File: src/rtl/reg_bank.sv
// reg_bank: 32 x DATA_WIDTH register file with two combinational read ports,
// same-cycle write-through bypass and a registered debug read port.
// Writes are selected by a one-hot decoder output. Select 0 and select
// 32'h1 (register 0) are silently dropped. Any multi-bit select is dropped
// and raises a sticky wsel_err. wr_count counts committed writes and wraps.
module reg_bank #(
  parameter int                    DATA_WIDTH = 32,
  parameter logic [DATA_WIDTH-1:0] GP_INIT    = 32'h1000_8000,
  parameter logic [DATA_WIDTH-1:0] SP_INIT    = 32'h7FFF_EFFC
) (
  input  logic                  clk,
  input  logic                  reset,
  input  logic                  RegWrite,
  input  logic [31:0]           Wsel,
  input  logic [DATA_WIDTH-1:0] WriteData,
  input  logic [4:0]            RA1,
  input  logic [4:0]            RA2,
  output logic [DATA_WIDTH-1:0] RD1,
  output logic [DATA_WIDTH-1:0] RD2,
  input  logic [4:0]            dbg_addr,
  output logic [DATA_WIDTH-1:0] dbg_data,
  output logic                  wsel_err,
  output logic [15:0]           wr_count
);

  // True when exactly one bit of the select vector is set.
  function automatic logic is_onehot(input logic [31:0] v);
    return (v != 32'd0) && ((v & (v - 32'd1)) == 32'd0);
  endfunction

  // Reset value of a given register index.
  function automatic logic [DATA_WIDTH-1:0] reset_value(input int idx);
    logic [DATA_WIDTH-1:0] val;
    case (idx)
      28:      val = GP_INIT;
      29:      val = SP_INIT;
      default: val = {DATA_WIDTH{1'b0}};
    endcase
    return val;
  endfunction

  // Register 0 is kept as a constant-zero entry so every index is addressable.
  logic [DATA_WIDTH-1:0] regs_r [0:31];
  logic [DATA_WIDTH-1:0] dbg_data_r;
  logic                  wsel_err_r;
  logic [15:0]           wr_count_r;

  logic                  sel_onehot_s;
  logic                  wr_legal_s;
  logic                  wr_multi_s;
  logic [DATA_WIDTH-1:0] rd1_s;
  logic [DATA_WIDTH-1:0] rd2_s;
  logic [DATA_WIDTH-1:0] dbg_next_s;

  // Classify the current write request: legal, multi-select error, or ignored.
  always_comb begin
    sel_onehot_s = is_onehot(Wsel);
    wr_legal_s   = 1'b0;
    wr_multi_s   = 1'b0;
    if (RegWrite) begin
      wr_legal_s = sel_onehot_s && !Wsel[0];
      wr_multi_s = (Wsel != 32'd0) && !sel_onehot_s;
    end else begin
      wr_legal_s = 1'b0;
      wr_multi_s = 1'b0;
    end
  end

  // Read port 1: zero register, then same-cycle bypass, then stored value.
  always_comb begin
    rd1_s = {DATA_WIDTH{1'b0}};
    if (RA1 == 5'd0) begin
      rd1_s = {DATA_WIDTH{1'b0}};
    end else if (wr_legal_s && Wsel[RA1]) begin
      rd1_s = WriteData;
    end else begin
      rd1_s = regs_r[RA1];
    end
  end

  // Read port 2: identical rules, fully independent of port 1.
  always_comb begin
    rd2_s = {DATA_WIDTH{1'b0}};
    if (RA2 == 5'd0) begin
      rd2_s = {DATA_WIDTH{1'b0}};
    end else if (wr_legal_s && Wsel[RA2]) begin
      rd2_s = WriteData;
    end else begin
      rd2_s = regs_r[RA2];
    end
  end

  // Debug read uses the pre-edge contents only, so no bypass here.
  always_comb begin
    dbg_next_s = {DATA_WIDTH{1'b0}};
    if (dbg_addr == 5'd0) begin
      dbg_next_s = {DATA_WIDTH{1'b0}};
    end else begin
      dbg_next_s = regs_r[dbg_addr];
    end
  end

  // Register array: load reset values asynchronously, commit legal writes.
  always_ff @(posedge clk or negedge reset) begin
    if (!reset) begin
      for (int k = 0; k < 32; k++) begin
        regs_r[k] <= reset_value(k);
      end
    end else begin
      regs_r[0] <= {DATA_WIDTH{1'b0}};
      for (int k = 1; k < 32; k++) begin
        if (wr_legal_s && Wsel[k]) begin
          regs_r[k] <= WriteData;
        end
      end
    end
  end

  // Registered debug read data.
  always_ff @(posedge clk or negedge reset) begin
    if (!reset) begin
      dbg_data_r <= {DATA_WIDTH{1'b0}};
    end else begin
      dbg_data_r <= dbg_next_s;
    end
  end

  // Sticky error flag for multi-bit write selects; cleared only by reset.
  always_ff @(posedge clk or negedge reset) begin
    if (!reset) begin
      wsel_err_r <= 1'b0;
    end else if (wr_multi_s) begin
      wsel_err_r <= 1'b1;
    end
  end

  // Committed-write counter, wraps silently at 16 bits.
  always_ff @(posedge clk or negedge reset) begin
    if (!reset) begin
      wr_count_r <= 16'd0;
    end else if (wr_legal_s) begin
      wr_count_r <= wr_count_r + 16'd1;
    end
  end

  assign RD1      = rd1_s;
  assign RD2      = rd2_s;
  assign dbg_data = dbg_data_r;
  assign wsel_err = wsel_err_r;
  assign wr_count = wr_count_r;

endmodule

File: config.mk
export PLATFORM = sky130hd
export DESIGN_NAME = reg_bank
export DESIGN_NICKNAME = d
export VERILOG_FILES = /design/src/rtl/reg_bank.sv
export SDC_FILE = /design/constraint.sdc
export NUM_CORES = 2
export LEC_CHECK = 0
export BUFFER_PORTS_ARGS = -buffer_cell sky130_fd_sc_hd__buf_2
export CAP_MARGIN = 5
export CORE_UTILIZATION = 60
export DETAILED_ROUTE_END_ITERATION = 8
export PLACE_DENSITY_LB_ADDON = 0.15
export RECOVER_POWER = 50
export SYNTH_ARGS = -nofsm -noshare
export SYNTH_HDL_FRONTEND = slang
export SYNTH_SLANG_ARGS = --single-unit
File: constraint.sdc
create_clock -name clk -period 4.8 [get_ports clk]
set_input_delay 0.72 -clock clk [delete_from_list [all_inputs] [get_ports clk]]
set_output_delay 0.72 -clock clk [all_outputs]
set_load 0.05 [all_outputs]
==> flow_summary.ini <==
[sta]
drv_slew = 277
period_share_pct = 98.8
fin_crit_ns = 4.74
whs_ns = 0.298
setup_violations = 0
clock_skew_ns = 0.0143
hold_viol = 0
clock.fmax_ghz = 0.211
slew_headroom_pct = -115
tightest_slew_ns = 3.23

[clocking]
cts_tree = done
clk_path_buf_depth = 3
cts_hold_buf = 0
worstSkewPairLatency_ns = 0.72
cts-buffers-inserted = 115
cts.reportedPaths.clkPinSlew_ns = 0.06
htreeDepth = 3
cts.sinks = 1041
cts_root_buf = clkbuf_16

[critical_path]
cp.required_ns = 4.08
critical_path.max_fanout = 15
critPathKind = input port to output port
worstSetupEndpointType = output port
cp-start-kind = input port
arrival_ns = 4.02

[synthesis]
synth_seq_area_share_pct = 40.4
synth_edf_count = 0
synth_cell_types = 55
yosysTopAreaCell = dfrtp_1
synth-async-reset-ratio_pct = 100
synthesis.instances = 3881
syn_nets = 3964
ys.warnings.count = 0
synthFlopType = dfrtp_1
ys_ff_latch = 1041
synth_area_per_cell_um2 = 16.6
synth_area_leaders = dfrtp_1, mux4_2, mux2_2
yosysTopAreaCellShare_pct = 39.2
netlist_area_um2 = 64500

[placed_design]
dp.final_hpwl_um = 115000
gp_congestion = 0.900
dpl_cell_area_um2 = 67500
numPortBuffers = 194
place_inst = 5174

[final_layout]
layout_commonest_cell = mux2_2
final_cell_mix = mux2_2, dfrtp_1, mux4_2, buf_2, clkbuf_16
final_cells = 5391
drive_above_1_share_pct = 66.0
fin_nets = 3984
post-route-util_pct = 67.2
fillers = 7108
stdcell_area_um2 = 71200
area_growth_pct = 10.4

[floorplan]
rows = 119
design.die.area_um2 = 109000
die_h_um = 330
boundaryPins = 195
initial_core_util_pct = 60.9
core-area_um2 = 106000
die_x_um = 330

[power_and_ir_drop]
vdd.ir_drop.worst_mv = 0.345
power_density_nw_per_um2 = 273
p_total_mw = 19.5
p_leak_nw = 32.2

[global_route]
grt_max_degree = 123
overflow = 0
grtUsageTotal_pct = 38.1
grt_pass1_wl_um = 300000
grt_pass1_vias = 43879
antenna_found_initial = 1

[detailed_routing]
vias = 41810
viasPerCell = 7.76
drtIter0Drc = 5225
drt-total-wl_um = 202000
dr.pass1.iters = 5
ant_nets = 0
drc = 0
wire_per_inst_um = 37.4

[outcome]
failed_checks = capacitance limit, slew limit
status = finished, violations left

[flow_run]
cap_violations = 3

[worst_hold_path]
hp-class = input port to register
-- area by class of cell --
type | count | area [um2] | area share, %
flip-flops and latches | 1041 | 26100 | 36.6
multi-input cells | 2394 | 36400 | 51.1
clock inverters | 48 | 561 | 0.787
well taps | 1391 | 1740 | 2.44
inverters | 1 | 3.75 | 0.00527
diodes | 1 | 2.50 | 0.00351
repair buffers | 348 | 3080 | 4.32
clock buffers | 167 | 3370 | 4.74
-- cell usage after synthesis (2+ instances only) --
library cell,instances
or3_1,3
xnor2_1,15
nor2_1,11
clkbuf_1,254
buf_4,43
nor2b_1,3
mux2_2,1169
a22o_1,94
nand3_1,38
dfrtp_1,1011
or2_2,3
buf_6,57
mux2_4,30
o21ai_0,7
a31oi_1,2
nand3_4,12
nor3_1,5
o31ai_1,6
nand4_1,7
mux4_2,884
dfstp_2,30
buf_12,4
nand2_1,15
nor4_1,3
buf_1,84
buf_2,2
or4_4,3
and3_1,6
mux2_1,52
a21oi_1,2
a21o_1,2
-- per-layer routing --
metal | up-vias | part of all wire (%) | wire length [um] | track usage (%)
met5 | - | 0 | 0 | 0
met4 | 0 | 5.3 | 10700 | 17.4
met3 | 610 | 9.9 | 20000 | 8.76
met2 | 2665 | 48 | 96300 | 59.6
met1 | 22630 | 37 | 74700 | 51.4
li1 | 15905 | - | - | -
-- state kept, by name, indices dropped and copies added (netlist names) --
signal / flops
dbg_data: 32
regs_r: 992
wr_count: 16
wsel_err: 1
-- path summary, 6_finish.rpt --
| kind | start | to | slack, ns | cells after the start |
|---|---|---|---|---|
| worst max-delay path | Wsel[22] | RD1[23] | 0.06 | 11 |
| worst max register to register | regs_r[611] | dbg_data[3] | 2.89 | 3 |
| worst min-delay path | RegWrite | wsel_err | 0.30 | 2 |
| max in group asynchronous | reset | regs_r[274] | 0.63 | 2 |
| worst min register to register | wsel_err | wsel_err | 0.46 | 1 |
| min in group asynchronous | reset | regs_r[861] | 1.07 | 1 |
-- per-stage QoR --
stage                     setup TNS [ns]  setup slack (ns)
after floorplan                        0             0.292
after global placement                 0             0.152
after detailed placement               0            0.0917
after CTS                              0            0.0833
after global routing            -0.00369          -0.00369
final                                  0            0.0568
-- cell families after synthesis --
kind of cell	share of synthesized area (%)
muxes	52.9
DFF	40.4
buffers and inverters	3.63
AOI/OAI and AO/OA	1.59
and+or+nand+nor	1.27
xor gates and xnor gates	0.217
adders and majority gates	0.0194
-- what timing repair did --
item	in CTS	in global routing
endpoints found under the setup margin	0	64
buffers inserted	0	1
gates resized for setup	0	14
-- power breakdown --
| group | switching [mW] | internal (mW) |
|---|---|---|
| Sequential | 0.00130 | 8.78 |
| Combinational | 0.991 | 0.456 |
| Clock | 3.82 | 5.41 |
| Total | 4.81 | 14.6 |
-- critical path, stage by stage --
cell     delay, ns
buf_2         0.15
or4_4         0.53
or3_1         0.37
or4_4         0.45
or4_4         0.44
xor2_1        0.14
and4b_4       0.31
nand3_4       0.13
buf_12        0.20
mux2_2        0.26
buf_2         0.27
Power figures use the tool's default switching activity.
